## src/rtl/rip_csr_trap_unit.sv

```systemverilog
// Machine-mode CSR responder (mtvec/mepc/mcause) and trap/MRET sequencer.
// Handles one request at a time and issues the fetch redirect for trap entry and MRET.
module rip_csr_trap_unit #(
  parameter int              XLEN        = 32,
  parameter logic [XLEN-1:0] MTVEC_RESET = '0
) (
  input  logic            clk,
  input  logic            rst,
  input  logic            csr_req_valid,
  output logic            csr_req_ready,
  input  logic [1:0]      csr_op,
  input  logic [11:0]     csr_addr,
  input  logic [XLEN-1:0] csr_wdata,
  output logic            csr_rsp_valid,
  output logic [XLEN-1:0] csr_rdata,
  output logic            csr_illegal,
  input  logic            trap_valid,
  input  logic [XLEN-1:0] trap_cause,
  input  logic [XLEN-1:0] trap_pc,
  output logic            trap_ready,
  input  logic            mret_valid,
  output logic            redirect_valid,
  output logic [XLEN-1:0] redirect_pc,
  output logic [XLEN-1:0] mtvec_o,
  output logic [XLEN-1:0] mepc_o
);

  localparam logic [11:0]     ADDR_MTVEC  = 12'h305;
  localparam logic [11:0]     ADDR_MEPC   = 12'h341;
  localparam logic [11:0]     ADDR_MCAUSE = 12'h342;
  localparam logic [XLEN-1:0] ALIGN_MASK  = {{(XLEN-2){1'b1}}, 2'b00};

  typedef enum logic [2:0] {IDLE, CSR_RSP, TRAP_EPC, TRAP_CAUSE, REDIRECT} state_t;

  state_t          state;
  logic [XLEN-1:0] mtvec, mepc, mcause;
  logic [1:0]      op_q;
  logic [11:0]     addr_q;
  logic [XLEN-1:0] wdata_q, trap_pc_q, trap_cause_q;
  logic [XLEN-1:0] rd_req, rd_q, wr_val;

  function automatic logic csr_hit(input logic [11:0] addr);
    return (addr == ADDR_MTVEC) || (addr == ADDR_MEPC) || (addr == ADDR_MCAUSE);
  endfunction

  function automatic logic [XLEN-1:0] csr_mux(input logic [11:0] addr,
                                               input logic [XLEN-1:0] tv,
                                               input logic [XLEN-1:0] ep,
                                               input logic [XLEN-1:0] mc);
    case (addr)
      ADDR_MTVEC:  return tv;
      ADDR_MEPC:   return ep;
      ADDR_MCAUSE: return mc;
      default:     return '0;
    endcase
  endfunction

  function automatic logic [XLEN-1:0] csr_modify(input logic [1:0] op,
                                                  input logic [XLEN-1:0] old,
                                                  input logic [XLEN-1:0] wd);
    case (op)
      2'b01:   return wd;
      2'b10:   return old | wd;
      2'b11:   return old & ~wd;
      default: return old;
    endcase
  endfunction

  always_comb begin
    rd_req = csr_mux(csr_addr, mtvec, mepc, mcause);
    rd_q   = csr_mux(addr_q, mtvec, mepc, mcause);
    wr_val = csr_modify(op_q, rd_q, wdata_q);
  end

  // Trap beats MRET beats CSR; the losers see ready low in the same cycle.
  assign trap_ready    = (state == IDLE);
  assign csr_req_ready = (state == IDLE) && !trap_valid && !mret_valid;
  assign mtvec_o       = mtvec;
  assign mepc_o        = mepc;

  always_ff @(posedge clk or posedge rst) begin
    if (rst) begin
      state          <= IDLE;
      mtvec          <= MTVEC_RESET & ALIGN_MASK;
      mepc           <= '0;
      mcause         <= '0;
      op_q           <= '0;
      addr_q         <= '0;
      wdata_q        <= '0;
      trap_pc_q      <= '0;
      trap_cause_q   <= '0;
      csr_rsp_valid  <= 1'b0;
      csr_rdata      <= '0;
      csr_illegal    <= 1'b0;
      redirect_valid <= 1'b0;
      redirect_pc    <= '0;
    end else begin
      csr_rsp_valid  <= 1'b0;
      csr_rdata      <= '0;
      csr_illegal    <= 1'b0;
      redirect_valid <= 1'b0;
      redirect_pc    <= '0;
      case (state)
        IDLE: begin
          if (trap_valid) begin
            trap_pc_q    <= trap_pc;
            trap_cause_q <= trap_cause;
            state        <= TRAP_EPC;
          end else if (mret_valid) begin
            redirect_valid <= 1'b1;
            redirect_pc    <= mepc;
            state          <= REDIRECT;
          end else if (csr_req_valid) begin
            op_q          <= csr_op;
            addr_q        <= csr_addr;
            wdata_q       <= csr_wdata;
            csr_rsp_valid <= 1'b1;
            csr_rdata     <= rd_req;
            csr_illegal   <= !csr_hit(csr_addr);
            state         <= CSR_RSP;
          end
        end
        // Response is on the outputs this cycle; the write lands at its end.
        CSR_RSP: begin
          if (op_q != 2'b00) begin
            case (addr_q)
              ADDR_MTVEC:  mtvec  <= wr_val & ALIGN_MASK;
              ADDR_MEPC:   mepc   <= wr_val & ALIGN_MASK;
              ADDR_MCAUSE: mcause <= wr_val;
              default: ;
            endcase
          end
          state <= IDLE;
        end
        TRAP_EPC: begin
          mepc  <= trap_pc_q & ALIGN_MASK;
          state <= TRAP_CAUSE;
        end
        TRAP_CAUSE: begin
          mcause         <= trap_cause_q;
          redirect_valid <= 1'b1;
          redirect_pc    <= mtvec;
          state          <= REDIRECT;
        end
        REDIRECT: state <= IDLE;
        default:  state <= IDLE;
      endcase
    end
  end

endmodule

```

## config.mk

```make
export PLATFORM = sky130hd
export DESIGN_NAME = rip_csr_trap_unit
export DESIGN_NICKNAME = d
export VERILOG_FILES = /design/src/rtl/rip_csr_trap_unit.sv
export SDC_FILE = /design/constraint.sdc
export NUM_CORES = 1
export LEC_CHECK = 0
export ABC_AREA = 1
export CAP_MARGIN = 5
export CORE_ASPECT_RATIO = 1.2
export CORE_MARGIN = 5
export CORE_UTILIZATION = 52
export DETAILED_ROUTE_END_ITERATION = 10
export GPL_ROUTABILITY_DRIVEN = 0
export HOLD_SLACK_MARGIN = 0.15
export PLACE_DENSITY_LB_ADDON = 0.08
export SLEW_MARGIN = 20
export SYNTH_ARGS = -nofsm -noshare
export SYNTH_HDL_FRONTEND = slang
export SYNTH_SLANG_ARGS = --single-unit
export TNS_END_PERCENT = 5
```

## constraint.sdc

```tcl
create_clock -name clk -period 10 [get_ports clk]
set_input_delay 1.5 -clock clk [delete_from_list [all_inputs] [get_ports clk]]
set_output_delay 1.5 -clock clk [all_outputs]
set_load 0.02 [all_outputs]
```

# Word level (Yosys, flattened, before mapping)
# Index checks and enable logic that the tools add are counted.
# Widths: inputs -> output; s select.
# word_totals
register_bits	274
latchBits	0
ramBits	0
rom_bits	0
input_bits	115
wordCells	82
n_memories	0
# classes
add_sub_neg	0
n_mul	0
n_div	0
order_cmp	0
n_eq_ne	16
shift	0
mux	31
n_bitwise	5
reduce_logical	16
# op_table
op	count
$mux 32	10
$pmux 32 s3	3
$pmux 32 s2	3
$eq 12x10->1 const B	6
$and 32x32->32	1
$not 32->32	1
$or 32x32->32	1
$mux 1	10
$mux 3	3
$pmux 3 s3	1
$reduce_and 3->1	3
$eq 3x2->1 const B	2
$reduce_bool 2->1	3
$eq 2x2->1 const B	2
$ne 2x2->1 const B	2
$ne 4x3->1 const B	1
$reduce_and 4->1	1
$eq 3x1->1 const B	1
$logic_not 1->1	3
$logic_not 3->1	1
$eq 2x1->1 const B	1
$logic_and 1x1->1	2
$logic_or 1x1->1	2
$ne 2x1->1 const B	1
other kinds (3)	4

# Depth between registers and ports, before layout
# Gate-level depths: netlist of the first run.
# logic_depth
depth_word	8
mapped_depth	12
ltp_nobuf	11

# Worst setup path after synthesis of the first run
# No wires, ideal clock.
# synth_timing
path_type	input -> output
start	in trap_valid
end	out csr_req_ready
arrival_time_ns	1.943
path_slack_ns	6.557
cell_stages	1
path_cell_list	nor4_4
# synth_via
elab_chain_len	3
# synth_lines
item	line_no	rtl
from (decl)	17	input logic trap_valid,
$logic_not 1->1	77	assign csr_req_ready = (state == IDLE) && !trap_valid && !mret_valid;
$logic_and 1x1->1 (2 in a row)	77	
to (decl)	10	output logic csr_req_ready,
# Every way passes these cells.

# Worst setup path after layout of the first run
# Same ends and word-level chain as after synthesis.

==> flow_summary.ini, run 1 <==
[layout]
fill_cells = 2061
syn2layout_area_growth_pct = 27.5
multi_input_area_sq_um = 4760
postLayoutCellArea_sq_um = 16000
layout.nets = 1855
seqCellArea_sq_um = 6710
drive_above_1_share = 0.0631

[clock_tree]
clk_latency_ns = 0.54
cts_made_buffers = 28
numClockSinks = 268
tritoncts = yes
holdBufCountCts = 0
post_cts_buffers = 0
ctsResizeCount = 0
clock_path_buffers = 3
clkTransAtPathRegs_ns = 0.05
root_buffer = clkbuf_16
h-tree-depth = 1

[synth]
synth_ff_type = dfrtp_1
yosys-top-cells-count = nand2_1 (376), dfrtp_1 (268), nand3_1 (184)
yosysWarnings = 0
yosys.cell_count.top_type = nand2_1
async_flop_share = 1.00
syn_inst = 1553
synth-seq-cells = 268
yosysTopAreaCell = dfrtp_1
yosys.area.top_type_share = 0.535
synth_cell_types = 26
avgSynthCellArea_sq_um = 8.08
synth_area_leaders = dfrtp_1 (53%), nand2_1 (11%), nand3_1 (7.3%)
syn-cell-area_sq_um = 12500
synth_edf_count = 0
yosysSeqAreaShare = 0.535

[route]
vias = 11441
first_iter_violations = 921
dr_wl_met2_um = 18700
routed_wirelength_um = 39400
route.detailed.drc = 0
ant_nets = 0
firstDrtPassIters = 7
top_layer = met4
drt-wirelength-per-cell_um = 18.9
drt-met1-wl_um = 15500
wl_met3_um = 3910
viasPerCell = 5.50

[die]
die_h_um = 180
dieArea_sq_um = 27300
pin_count = 248
die_x_um = 152
coreArea_sq_um = 23900
rows = 62
start_util = 0.525

[place]
post-place-ws_ns = 5.47
dp.final_hpwl_um = 23000
placed_area_sq_um = 15100
numPortBuffers = 239

[timing]
worst_hold_slack_ns = 0.481
slew_headroom = 0.254
fmax_mhz = 220
setup_violations = 0
fin_crit_sh = 0.454
setup_slack_ns = 5.46
final_max_slew_viol_count = 0
tightestPinTransition_ns = 1.12
rsz0062_at_grt = no
min_period_ns = 4.54
clock_skew_ns = 0.0105
hold_viol_final = 0
finalSetupTns_ns = 0

[global_route]
grt_pass1_wl_um = 61800
grt_antenna_before_repair = 1
grt_max_degree = 130
grt_usage = 0.286
grt_overflow = 0
grt_pass1_vias = 11553

[min_path]
hold_class = flop to flop

[run]
drv_cap = 0

[status]
status = finished clean

[power_and_ir_drop]
p_per_area_nw_per_um2 = 267
p_leak_nw = 7.66
power_frac_seq = 0.385
p_comb_frac = 0.367
internal_power_mw = 2.62
vdd_drop_max_v = 0.000173
switching_power_mw = 1.65
power_frac_clock = 0.248
swShare = 0.386

[worst_setup_path]
cp.arrival_ns = 3.04
crit_fanout = 3
r2r_slack_ns = 6.56
worstPathRequired_ns = 8.50
start_kind = primary input
end_kind = output pin
critical_path_class = primary input to output pin
## worst paths after layout
| path | start | end | cells past startpoint |
|---|---|---|---|
| worst max register to register | op_q[1] | mepc_o[31] | 7 |
| worst max-delay path | trap_valid | csr_req_ready | 3 |
| worst min-delay path | addr_q[9] | addr_q[9] | 2 |
| worst min register to register | addr_q[9] | addr_q[9] | 2 |
| min in group asynchronous | rst | mtvec_o[12] | 2 |
| max in group asynchronous | rst | redirect_pc[11] | 3 |
## registers in the layout, summed over array words and instances, names as in the netlist
signal and count:
mcause 32, redirect_pc 30, mtvec_o 30, redirect_valid 1
csr_illegal 1, trap_cause_q 32, mepc_o 30, csr_rsp_valid 1
wdata_q 32, addr_q 12, op_q 2, trap_pc_q 30
state 3, csr_rdata 32
## through the flow
| step | std cells | power (mW) | utilization |
|---|---|---|---|
| after global placement | 2030 | 3.16 | 0.630 |
| after floorplan | 1558 | 2.67 | - |
| after global routing | 2079 | 4.53 | 0.669 |
| after detailed placement | 2030 | 3.20 | 0.630 |
| final | 2079 | 4.27 | 0.669 |
| after CTS | 2078 | 4.27 | 0.669 |
## power groups by stage
| stage | clock network, mW | logic [mW] | registers, mW |
|---|---|---|---|
| after floorplan | 0 | 0.999 | 1.67 |
| after global placement | 0 | 1.51 | 1.64 |
| after detailed placement | 0 | 1.55 | 1.65 |
| after CTS | 1.07 | 1.56 | 1.64 |
| after global routing | 1.12 | 1.74 | 1.68 |
| final | 1.06 | 1.56 | 1.64 |
## cells in the final DEF, fill, tap and decap left out, types with 15 or more instances in the layout
cell / synthesis / routed
a21oi_1: 42 / 42
clkbuf_16: 0 / 29
clkdlybuf4s50_1: 0 / 239
dfrtp_1: 268 / 268
inv_1: 166 / 165
mux2_2: 33 / 33
nand2_1: 376 / 371
nand3_1: 184 / 182
nor2_1: 177 / 176
o21ai_0: 60 / 60
o21ai_1: 16 / 15
o22ai_1: 90 / 90
## routing by layer
layer / vias to the layer above / track usage
li1: 5348 / -
met3: 102 / 0.0528
met5: - / 0
met1: 5414 / 0.384
met4: 0 / 0.102
met2: 577 / 0.466
## cells by family after synthesis
logic type             Yosys count  synth area share
AND/OR/NAND/NOR                759             0.251
buffers and inverters          284            0.0926
flip-flops                     268             0.535
AO/OA/AOI/OAI                  208            0.0920
multiplexers                    33            0.0296
other                            1          0.000299
## worst max-delay path, stage by stage
cell,delay [ns]
clkdlybuf4s50_1,0.50
nor4_4,0.37
clkdlybuf4s50_1,0.67
## cell type report
type                    instances  area share
diodes                          1    0.000156
clock buffers                  40      0.0505
clock inverters                 8     0.00743
inverters                     184      0.0437
multi-input cells            1006       0.298
flip-flops and latches        268       0.419
well taps                     320      0.0250
repair buffers                252       0.156
(Power assumes the default switching activity.)
==> run 2, diff against run 1 <==
clock period = 4.4 ns   (was 10 ns; I/O delays follow)
==> flow_summary.ini, run 2 (synthesis gave the netlist of run 1 again) <==
[power_and_ir_drop]
internal_power_mw = 5.97
p_leak_nw = 7.74
p_comb_frac = 0.370
power_frac_seq = 0.384
swShare = 0.387
p_per_area_nw_per_um2 = 604
switching_power_mw = 3.77
power_frac_clock = 0.246
vdd_drop_max_v = 0.000386

[route]
vias = 11586
ant_nets = 0
first_iter_violations = 889
routed_wirelength_um = 39900
route.detailed.drc = 0
firstDrtPassIters = 5
drt-wirelength-per-cell_um = 19.0
viasPerCell = 5.53

[global_route]
grt_usage = 0.292
grt_antenna_before_repair = 3
grt_overflow = 0
grt_max_degree = 73
grt_pass1_vias = 11628
grt_pass1_wl_um = 62800

[timing]
final_max_slew_viol_count = 0
slew_headroom = 0.354
setup_violations = 0
min_period_ns = 2.96
fin_crit_sh = 0.673
finalSetupTns_ns = 0
rsz0062_at_grt = no
hold_viol_final = 0
clock_skew_ns = 0.0170
tightestPinTransition_ns = 0.965
fmax_mhz = 338

[die]
dieArea_sq_um = 27300
coreArea_sq_um = 23900
die_x_um = 152
die_h_um = 180
rows = 62
start_util = 0.525
pin_count = 248

[status]
status = finished clean

[clock_tree]
clk_latency_ns = 0.55
ctsResizeCount = 0
cts_made_buffers = 28
root_buffer = clkbuf_16
holdBufCountCts = 0
h-tree-depth = 1
post_cts_buffers = 0
numClockSinks = 268
tritoncts = yes
clkTransAtPathRegs_ns = 0.06
clock_path_buffers = 3

[worst_setup_path]
crit_fanout = 3
end_kind = output pin
reg2reg_to = mtvec_o[25]
crit_family = buffers and inverters
cp_cell_sequence = clkdlybuf4s50_1 -> nor4_4 -> clkdlybuf4s50_1
worstPathRequired_ns = 3.74
worst_path_max_delay_cell = clkdlybuf4s50_1
start_kind = primary input
slowest_delay_ns = 0.68
critical_path_class = primary input to output pin
r2r_start = op_q[1]
timing.critical_path.mode_cell = clkdlybuf4s50_1
path_buf_inv = 2
rr_worst_depth = 9
cp.arrival_ns = 2.30
r2r_slack_ns = 1.52

[layout]
syn2layout_area_growth_pct = 28.7
drive_above_1_share = 0.0716
layout.nets = 1867
final_util = 0.676
final_common_cell = nand2_1
final_cell_mix = nand2_1 (371), dfrtp_1 (268), clkdlybuf4s50_1 (239)

[min_path]
hold_end = addr_q[9]
hp-start = addr_q[9]
holdPathStages = 2
hold_class = flop to flop

[place]
dp.final_hpwl_um = 24400
numPortBuffers = 239

[run]
drv_cap = 0
-- run 2: power groups by stage --
stage / registers [mW] / clock network (mW) / logic (mW)
finish: 3.74 / 2.40 / 3.60
global route: 3.83 / 2.53 / 4.00
CTS: 3.73 / 2.42 / 3.59
detailed placement: 3.77 / 0 / 3.57
global placement: 3.74 / 0 / 3.49
floorplan: 3.80 / 0 / 2.27
-- run 2: stage by stage --
| stage | cell area, sq um | power [mW] | hold slack, ns | std cells | worst slack, ns |
|---|---|---|---|---|---|
| finish | 16100 | 9.74 | 0.478 | 2096 | 1.44 |
| global route | 16100 | 10.3 | 0.502 | 2096 | 1.26 |
| CTS | 16100 | 9.74 | 0.481 | 2093 | 1.43 |
| detailed placement | 15200 | 7.33 | 0.465 | 2042 | 1.33 |
| global placement | 15200 | 7.23 | 0.463 | 2042 | 1.38 |
| floorplan | 12600 | 6.07 | 0.449 | 1558 | 0.201 |
-- run 2: how the worst max path moves through the flow --
| stage | from | end | slack (ns) | depth (start not counted) |
|---|---|---|---|---|
| 6_report | trap_valid | csr_req_ready | 1.44 | 3 |
| 5_1_grt | op_q[1] | mtvec_o[24] | 1.26 | 9 |
| 4_1_cts | trap_valid | csr_req_ready | 1.43 | 3 |
| 3_5_place_dp | trap_valid | csr_rdata[24] | 1.33 | 6 |
| 3_3_place_gp | trap_valid | csr_rdata[24] | 1.38 | 6 |
| 2_1_floorplan | rst | addr_q[0] | 0.20 | 1 |
-- run 2: cell type report --
| type | instances | area (sq um) |
|---|---|---|
| diodes | 3 | 7.51 |
| fillers | 2030 | 7750 |
| well taps | 320 | 400 |
| clock buffers | 45 | 886 |
| flip-flops and latches | 268 | 6710 |
| repair buffers | 264 | 2630 |
| clock inverters | 6 | 55.1 |
| multi-input cells | 1006 | 4760 |
| inverters | 184 | 694 |
-- run 2: metal layers --
layer  up-vias  share of wire  GRT usage
met5         -        0.00033          0
li1       5382              -          -
met4         2          0.026     0.0849
met3        81          0.098     0.0574
met1      5527           0.39      0.384
met2       594           0.49      0.490
-- run 2: worst register-to-register path, cell delays in order (launching register included) --
cell     delay (ns)
dfrtp_1        0.39
inv_2          0.05
nand2_2        0.60
inv_1          0.10
nor2_1         0.19
inv_2          0.09
nor2_4         0.72
buf_4          0.44
nand2_1        0.11
o21ai_0        0.10
